File: config.mk
export PLATFORM = sky130hd
export DESIGN_NAME = dmem_arbiter
export DESIGN_NICKNAME = d
export VERILOG_FILES = /design/src/rtl/dmem_arbiter.sv
export SDC_FILE = /design/constraint.sdc
export NUM_CORES = 1
export LEC_CHECK = 0
export BUFFER_PORTS_ARGS = -buffer_cell sky130_fd_sc_hd__buf_2
export CORE_MARGIN = 5
export CORE_UTILIZATION = 44
export DETAILED_ROUTE_END_ITERATION = 10
export MAX_ROUTING_LAYER = met4
export PLACE_DENSITY_LB_ADDON = 0.05
export SYNTH_ARGS = -nofsm -noshare
export SYNTH_HDL_FRONTEND = slang
export SYNTH_SLANG_ARGS = --single-unit
export TNS_END_PERCENT = 1
File: constraint.sdc
create_clock -name i_clk -period 2 [get_ports i_clk]
set_clock_uncertainty 0.05 [all_clocks]
set_input_delay 0.5 -clock i_clk [delete_from_list [all_inputs] [get_ports i_clk]]
set_output_delay 0.5 -clock i_clk [all_outputs]
set_load 0.01 [all_outputs]
File: src/rtl/dmem_arbiter.sv
// Two-port round-robin arbiter in front of a single-port data memory.
// Each transaction runs IDLE -> ACCESS -> DONE, or IDLE -> DONE when the address is out of range.
module dmem_arbiter #(
    parameter int unsigned N     = 32,
    parameter int unsigned M     = 32,
    parameter int unsigned DEPTH = 32
) (
    input  logic         i_clk,
    input  logic         i_rstn,
    input  logic         i_reqA,
    input  logic         i_reqB,
    input  logic         i_weA,
    input  logic         i_weB,
    input  logic [M-1:0] i_addA,
    input  logic [M-1:0] i_addB,
    input  logic [N-1:0] i_dataA,
    input  logic [N-1:0] i_dataB,
    output logic         o_ackA,
    output logic         o_ackB,
    output logic         o_errA,
    output logic         o_errB,
    output logic [N-1:0] o_dataA,
    output logic [N-1:0] o_dataB,
    output logic         o_mem_en,
    output logic         o_mem_readEn,
    output logic         o_mem_writeEn,
    output logic [M-1:0] o_mem_add,
    output logic [N-1:0] o_mem_data,
    input  logic [N-1:0] i_mem_data
);

    typedef enum logic [1:0] {
        IDLE   = 2'd0,
        ACCESS = 2'd1,
        DONE   = 2'd2
    } state_t;

    state_t         state_q, state_d;
    logic           gnt_b_q, gnt_b_d;
    logic           last_b_q, last_b_d;
    logic           add_zero_q, add_zero_d;
    logic           ack_a_q, ack_a_d, ack_b_q, ack_b_d;
    logic           err_a_q, err_a_d, err_b_q, err_b_d;
    logic [N-1:0]   data_a_q, data_a_d, data_b_q, data_b_d;
    logic           mem_en_q, mem_en_d, mem_rd_q, mem_rd_d, mem_wr_q, mem_wr_d;
    logic [M-1:0]   mem_add_q, mem_add_d;
    logic [N-1:0]   mem_data_q, mem_data_d;

    logic           pick_b;
    logic           sel_we;
    logic [M-1:0]   sel_add;
    logic [N-1:0]   sel_data;
    logic           in_range;
    logic [N-1:0]   rd_word;

    // State and registered-output flops; reset aborts any transaction in flight.
    always_ff @(posedge i_clk or negedge i_rstn) begin
        if (!i_rstn) begin
            state_q    <= IDLE;
            gnt_b_q    <= 1'b0;
            last_b_q   <= 1'b1;
            add_zero_q <= 1'b0;
            ack_a_q    <= 1'b0;
            ack_b_q    <= 1'b0;
            err_a_q    <= 1'b0;
            err_b_q    <= 1'b0;
            data_a_q   <= '0;
            data_b_q   <= '0;
            mem_en_q   <= 1'b0;
            mem_rd_q   <= 1'b0;
            mem_wr_q   <= 1'b0;
            mem_add_q  <= '0;
            mem_data_q <= '0;
        end else begin
            state_q    <= state_d;
            gnt_b_q    <= gnt_b_d;
            last_b_q   <= last_b_d;
            add_zero_q <= add_zero_d;
            ack_a_q    <= ack_a_d;
            ack_b_q    <= ack_b_d;
            err_a_q    <= err_a_d;
            err_b_q    <= err_b_d;
            data_a_q   <= data_a_d;
            data_b_q   <= data_b_d;
            mem_en_q   <= mem_en_d;
            mem_rd_q   <= mem_rd_d;
            mem_wr_q   <= mem_wr_d;
            mem_add_q  <= mem_add_d;
            mem_data_q <= mem_data_d;
        end
    end

    // Outputs are decoded from the next state so they line up with the state they belong to.
    always_comb begin
        state_d    = state_q;
        gnt_b_d    = gnt_b_q;
        last_b_d   = last_b_q;
        add_zero_d = add_zero_q;
        ack_a_d    = 1'b0;
        ack_b_d    = 1'b0;
        err_a_d    = 1'b0;
        err_b_d    = 1'b0;
        data_a_d   = data_a_q;
        data_b_d   = data_b_q;
        mem_en_d   = 1'b0;
        mem_rd_d   = 1'b0;
        mem_wr_d   = 1'b0;
        mem_add_d  = '0;
        mem_data_d = '0;
        pick_b     = 1'b0;
        sel_we     = 1'b0;
        sel_add    = '0;
        sel_data   = '0;
        in_range   = 1'b0;
        rd_word    = '0;

        unique case (state_q)
            IDLE: begin
                if (i_reqA || i_reqB) begin
                    // On a tie B wins only if A was granted last.
                    pick_b     = i_reqB && (!i_reqA || !last_b_q);
                    sel_we     = pick_b ? i_weB   : i_weA;
                    sel_add    = pick_b ? i_addB  : i_addA;
                    sel_data   = pick_b ? i_dataB : i_dataA;
                    in_range   = 64'(sel_add) < 64'(DEPTH);
                    gnt_b_d    = pick_b;
                    last_b_d   = pick_b;
                    add_zero_d = (sel_add == '0);
                    if (in_range) begin
                        state_d    = ACCESS;
                        mem_en_d   = 1'b1;
                        mem_rd_d   = !sel_we;
                        mem_wr_d   = sel_we;
                        mem_add_d  = sel_add;
                        mem_data_d = sel_data;
                    end else begin
                        state_d = DONE;
                        ack_a_d = !pick_b;
                        ack_b_d = pick_b;
                        err_a_d = !pick_b;
                        err_b_d = pick_b;
                    end
                end
            end
            ACCESS: begin
                state_d = DONE;
                ack_a_d = !gnt_b_q;
                ack_b_d = gnt_b_q;
                // Word 0 reads as zero whatever the memory returns.
                rd_word = add_zero_q ? '0 : i_mem_data;
                if (mem_rd_q) begin
                    if (gnt_b_q) data_b_d = rd_word;
                    else         data_a_d = rd_word;
                end
            end
            DONE: begin
                state_d = IDLE;
            end
            default: begin
                state_d = IDLE;
            end
        endcase
    end

    assign o_ackA        = ack_a_q;
    assign o_ackB        = ack_b_q;
    assign o_errA        = err_a_q;
    assign o_errB        = err_b_q;
    assign o_dataA       = data_a_q;
    assign o_dataB       = data_b_q;
    assign o_mem_en      = mem_en_q;
    assign o_mem_readEn  = mem_rd_q;
    assign o_mem_writeEn = mem_wr_q;
    assign o_mem_add     = mem_add_q;
    assign o_mem_data    = mem_data_q;

endmodule

Yosys cells after proc, flatten, opt, wreduce, memory -nomap -nowiden

Index checks and enable logic that the tools add are counted.

Input bits: 166
Logic and storage cells: 62
Output and inout port bits: 135
Flip-flop bits (word level): 140

Equal/unequal tests: 2
$lt $le $gt $ge: 1
Reductions and logical operators: 13
Mux-type cells: 30
Bitwise operators: 1

Operators by type and width:

| cell                | number |
|---|---|
| $mux 32             | 9 |
| $logic_not 32->1    | 1 |
| $lt 32x6->1 const B | 1 |
| $mux 1              | 16 |
| $reduce_and 3->1    | 2 |
| $logic_not 1->1     | 5 |
| $mux 2              | 2 |
| $pmux 1 s2          | 2 |
| $pmux 2 s2          | 1 |
| $eq 2x1->1 const B  | 1 |
| $logic_not 2->1     | 1 |
| $logic_or 1x1->1    | 2 |
| $ne 2x2->1 const B  | 1 |
| $reduce_and 2->1    | 1 |
| $logic_and 1x1->1   | 1 |
| $not 1->1           | 1 |

Depth between registers and ports, before layout

Depth after elaboration: 8
Gate-level depth with buffers: 7
Depth with buffers taken out: 5

Least setup slack after synthesis

No wires, ideal clock.

Kind: input-to-reg
From: input i_addA[15]
To: register mem_data_q[24], in the netlist o_mem_data[24]
Data required time: 1.877 ns
Path slack: 0.410 ns
Path buffers: 1
Setup time: 0.073 ns
Arrival: 1.467 ns
Stages: 6
Cell sequence: nor4_1 nand4_2 nor2_4 o21bai_4 buf_6 a21oi_2

Word-level cells in the longest chain between the ends: 5

Ends and longest elaborated chain:

| element                  | line | text |
|---|---|---|
| start: declaration       | 14   | `input logic [M-1:0] i_addA,` |
| $mux 32                  | 123  | `sel_add = pick_b ? i_addB : i_addA;` |
| $lt 32x6->1              | 125  | `in_range = 64'(sel_add) < 64'(DEPTH);` |
| $mux 32                  | 129  | `if (in_range) begin` |
| $mux 32                  | 119  | `if (i_reqA \|\| i_reqB) begin` |
| $mux 32                  | 117  | `unique case (state_q)` |
| named net mem_data_d[24] | 47   | `logic [N-1:0] mem_data_q, mem_data_d;` |
| end signal: assignment   | 89   | `mem_data_q <= mem_data_d;` |
| end: declaration         | 47   |  |

The timed path passes the listed nets, and every way through them passes these cells.
A chain may end at the register's enable or synchronous reset.

Worst setup path after layout

From: register last_b_q
To: register mem_data_q[5], in the netlist o_mem_data[5]

Word-level cells in the longest chain between the ends: 8
Elaborated cells between the ends (all ways): 9
Classes of those cells: order compare: 1; mux: 5; reduce/logical: 3

Ends and longest elaborated chain:

| element                  | line | text |
|---|---|---|
| start: declaration       | 40   | `logic last_b_q, last_b_d;` |
| start signal: assignment | 77   | `last_b_q <= last_b_d;` |
| $logic_not 1->1 (*)      | 121  | `pick_b = i_reqB && (!i_reqA \|\| !last_b_q);` |
| $logic_or 1x1->1 (*)     | 121  |  |
| $logic_and 1x1->1 (*)    | 121  |  |
| $mux 32                  | 123  |  |
| $lt 32x6->1              | 125  |  |
| $mux 32 (*)              | 129  |  |
| $mux 32 (*)              | 119  |  |
| $mux 32 (*)              | 117  |  |
| named net mem_data_d[5]  | 47   |  |

Mark *: on every way through the listed nets, which the timed path passes. The rest lies on a longest branch.

==> flow_summary.toml <==
[outcome]
status = "completed"

[critical_path]
arrival_ns = 1.91
critical_path_buf_inv_count = 1
path_cells = "a21bo_1 > nand4_2 > nor2_4 > o21bai_4 > buf_12 > a21oi_2"
startpoint_type = "flop"
required_ns = 2.29
path_max_fanout = 15
crit_slowest_cell = "dfstp_2"
endpoint_kind = "flop"
cpPeakStageDelay_ns = 0.56
crit_family = "flip-flops"
crit_type = "flop to flop"

[yosys]
ys_types = 36
postSynth.asyncResetShare_pct = 100
synth_edf_count = 0
synth_top_area_cell = "dfrtp_1"
syn_inst = 495
synth_top_area_share_pct = 64.6
synth-seq-cells = 140
yosys_most_used_dff = "dfrtp_1"
synth_common_cells = "nand2_1 (141), dfrtp_1 (139), o21ai_0 (63), a21oi_2 (37), nand2b_1 (33)"
yosys_warnings = 0
synth.avg_cell_area_um2 = 10.9
yosysMostFrequentCell = "nand2_1"
syn_area_um2 = 5380
netlist_top_cells_area = "dfrtp_1 (65%), nand2_1 (9.8%), a21oi_2 (6.0%), o21ai_0 (5.9%), nand2b_1 (3.8%)"
seq_area_frac_synth_pct = 65.1

[grt]
grt.total_usage_pct = 23.0
grt_first_pass_wirelength_um = 25000
gr-total-overflow = 0
grt_pass1_vias = 4997
grt_max_degree = 44
antenna_found_initial = 1

[drt]
antenna_left = 0
viasPerCell = 4.81
wl_per_cell_um = 16.4
remaining_drc_errors = 0
routed_wl_um = 16300
vias = 4779
drt_pre_antenna_iters = 5
dr.first_iter.drc_count = 248

[place]
place_ws_ns = -0.000802
port_buffers = 300
gp_congestion = 0.843
place_hpwl_um = 12900
post_dp_cell_area_um2 = 7260
placed_cells = 959

[clock_tree]
clk_pin_slew_worst_paths_ns = 0.06
postCtsSetupRepairBufs = 0
cts_resized = 0
clk_latency_ns = 0.41
cts_hold_buf = 1
cts_max_level = 4
root_buffer = "clkbuf_16"
cts_sinks = 140
cts_buffers = 17
cts_tree = "built"
cts.path.max_buffers = 2

[floorplanning]
die_w_um = 121
core_um2 = 12000
die_area_um2 = 14500
io_pins = 301
rows = 40
start_util_pct = 44.8
die_h_um = 121

[power]
swShare_pct = 21.8
p_leak_uw = 0.00415
p_seq_share_pct = 42.8
switching_power_uw = 1490
power_density_nw_per_um2 = 862
ir_drop_uv = 500
combPwrFrac_pct = 8.3
pwr-share-clk_pct = 48.9
internal_power_uw = 5320

[sta]
rsz0062_at_grt = "no"
fin_ws_ns = 0.378
period_needed_ns = 1.62
finalCritPeriodShare_pct = 81.1
hold_violations = 0
max_freq_ghz = 0.616
drv_slew = 0
final-setup-viol-count = 0

[finish]
finalNonFillerCells = 993
syn_to_final_growth_pct = 46.8
nFillCells = 1020
design_area_um2 = 7900
nets = 998
fin_util_pct = 65.8
drive_gt1_share_pct = 47.0

[worst_hold_path]
min_path_type = "input pin to flop"

[flow_run]
maxCapViolCount = 0
==> placed cells by master (no fill, tap or decap), types with 2 or more instances in the layout <==
| cell | n |
|---|---|
| a31oi_1 | 2 |
| a21oi_2 | 37 |
| clkbuf_8 | 3 |
| buf_2 | 299 |
| nor4_1 | 10 |
| dfrtp_1 | 139 |
| o21ai_0 | 63 |
| nand2_1 | 140 |
| buf_12 | 7 |
| o21ai_1 | 3 |
| nor2_2 | 2 |
| a21oi_1 | 2 |
| inv_2 | 2 |
| nand2b_1 | 33 |
| nor3_1 | 5 |
| bufinv_16 | 4 |
| nor4_2 | 2 |
| clkbuf_16 | 17 |
| inv_6 | 2 |
| buf_4 | 12 |
| nand4_1 | 3 |
| clkinvlp_4 | 2 |
| nor2_1 | 6 |
| conb_1 | 27 |
| clkbuf_1 | 3 |
==> area by class of cell <==
type | instances | area, µm² | share of cell area [%]
clock buffers | 23 | 478 | 6.05
inverters | 2 | 7.51 | 0.0950
repair buffers | 320 | 1750 | 22.1
diodes | 1 | 2.50 | 0.0317
multi-input cells | 351 | 1820 | 23.0
well taps | 147 | 184 | 2.33
flip-flops and latches | 140 | 3500 | 44.3
clock inverters | 9 | 158 | 1.99
==> routing by layer <==
layer | global-route usage [%] | vias up | part of all wire, %
met1 | 25.4 | 2267 | 38
met4 | 9.77 | 0 | 3.3
met2 | 39.1 | 189 | 52
met5 | - | - | 0
li1 | - | 2288 | -
met3 | 6.78 | 35 | 6.9
==> metrics by stage <==
stage	setup TNS, ns	power, µW	hold WS [ns]
CTS	0	6890	0.246
floorplan	0	3190	0.154
detailed placement	-0.000802	3530	0.398
finish	0	6810	0.267
global placement	0	3520	0.393
global route	0	7070	0.259
==> cells by family after synthesis <==
logic type	share of synthesized area, %
AND/OR/NAND/NOR	17.9
flip-flops	65.1
AO/OA/AOI/OAI	13.8
buffers and inverters	2.91
multiplexers	0.186
other	0.0697
==> state kept, by name (all words and copies together) (netlist names), 2 cells and up <==
register,count
state_q,2
o_mem_data,32
o_dataB,32
o_mem_add,32
o_dataA,32
==> worst paths after layout <==
kind / slack (ns) / endpoint / cells past startpoint / from
worst max register to register: 0.38 / o_mem_data[5]$_DFF_PN0_ / 6 / last_b_q$_DFFE_PN1P_
worst min register to register: 0.42 / o_dataA[15]$_DFFE_PN0P_ / 2 / o_dataA[15]$_DFFE_PN0P_
worst min-delay path: 0.27 / last_b_q$_DFFE_PN1P_ / 2 / i_reqA
worst max-delay path: 0.38 / o_mem_data[5]$_DFF_PN0_ / 6 / last_b_q$_DFFE_PN1P_
max in group asynchronous: 0.78 / last_b_q$_DFFE_PN1P_ / 3 / i_rstn
min in group asynchronous: 0.53 / o_mem_add[27]$_DFF_PN0_ / 2 / i_rstn
==> power groups by stage <==
stage	Clock, µW	Sequential [µW]	Combinational (µW)
floorplan	0	2980	208
global placement	0	2960	561
detailed placement	0	2960	570
CTS	3400	2910	576
global route	3520	2920	633
finish	3330	2910	566
No activity file was read; power rests on OpenSTA's default activity.
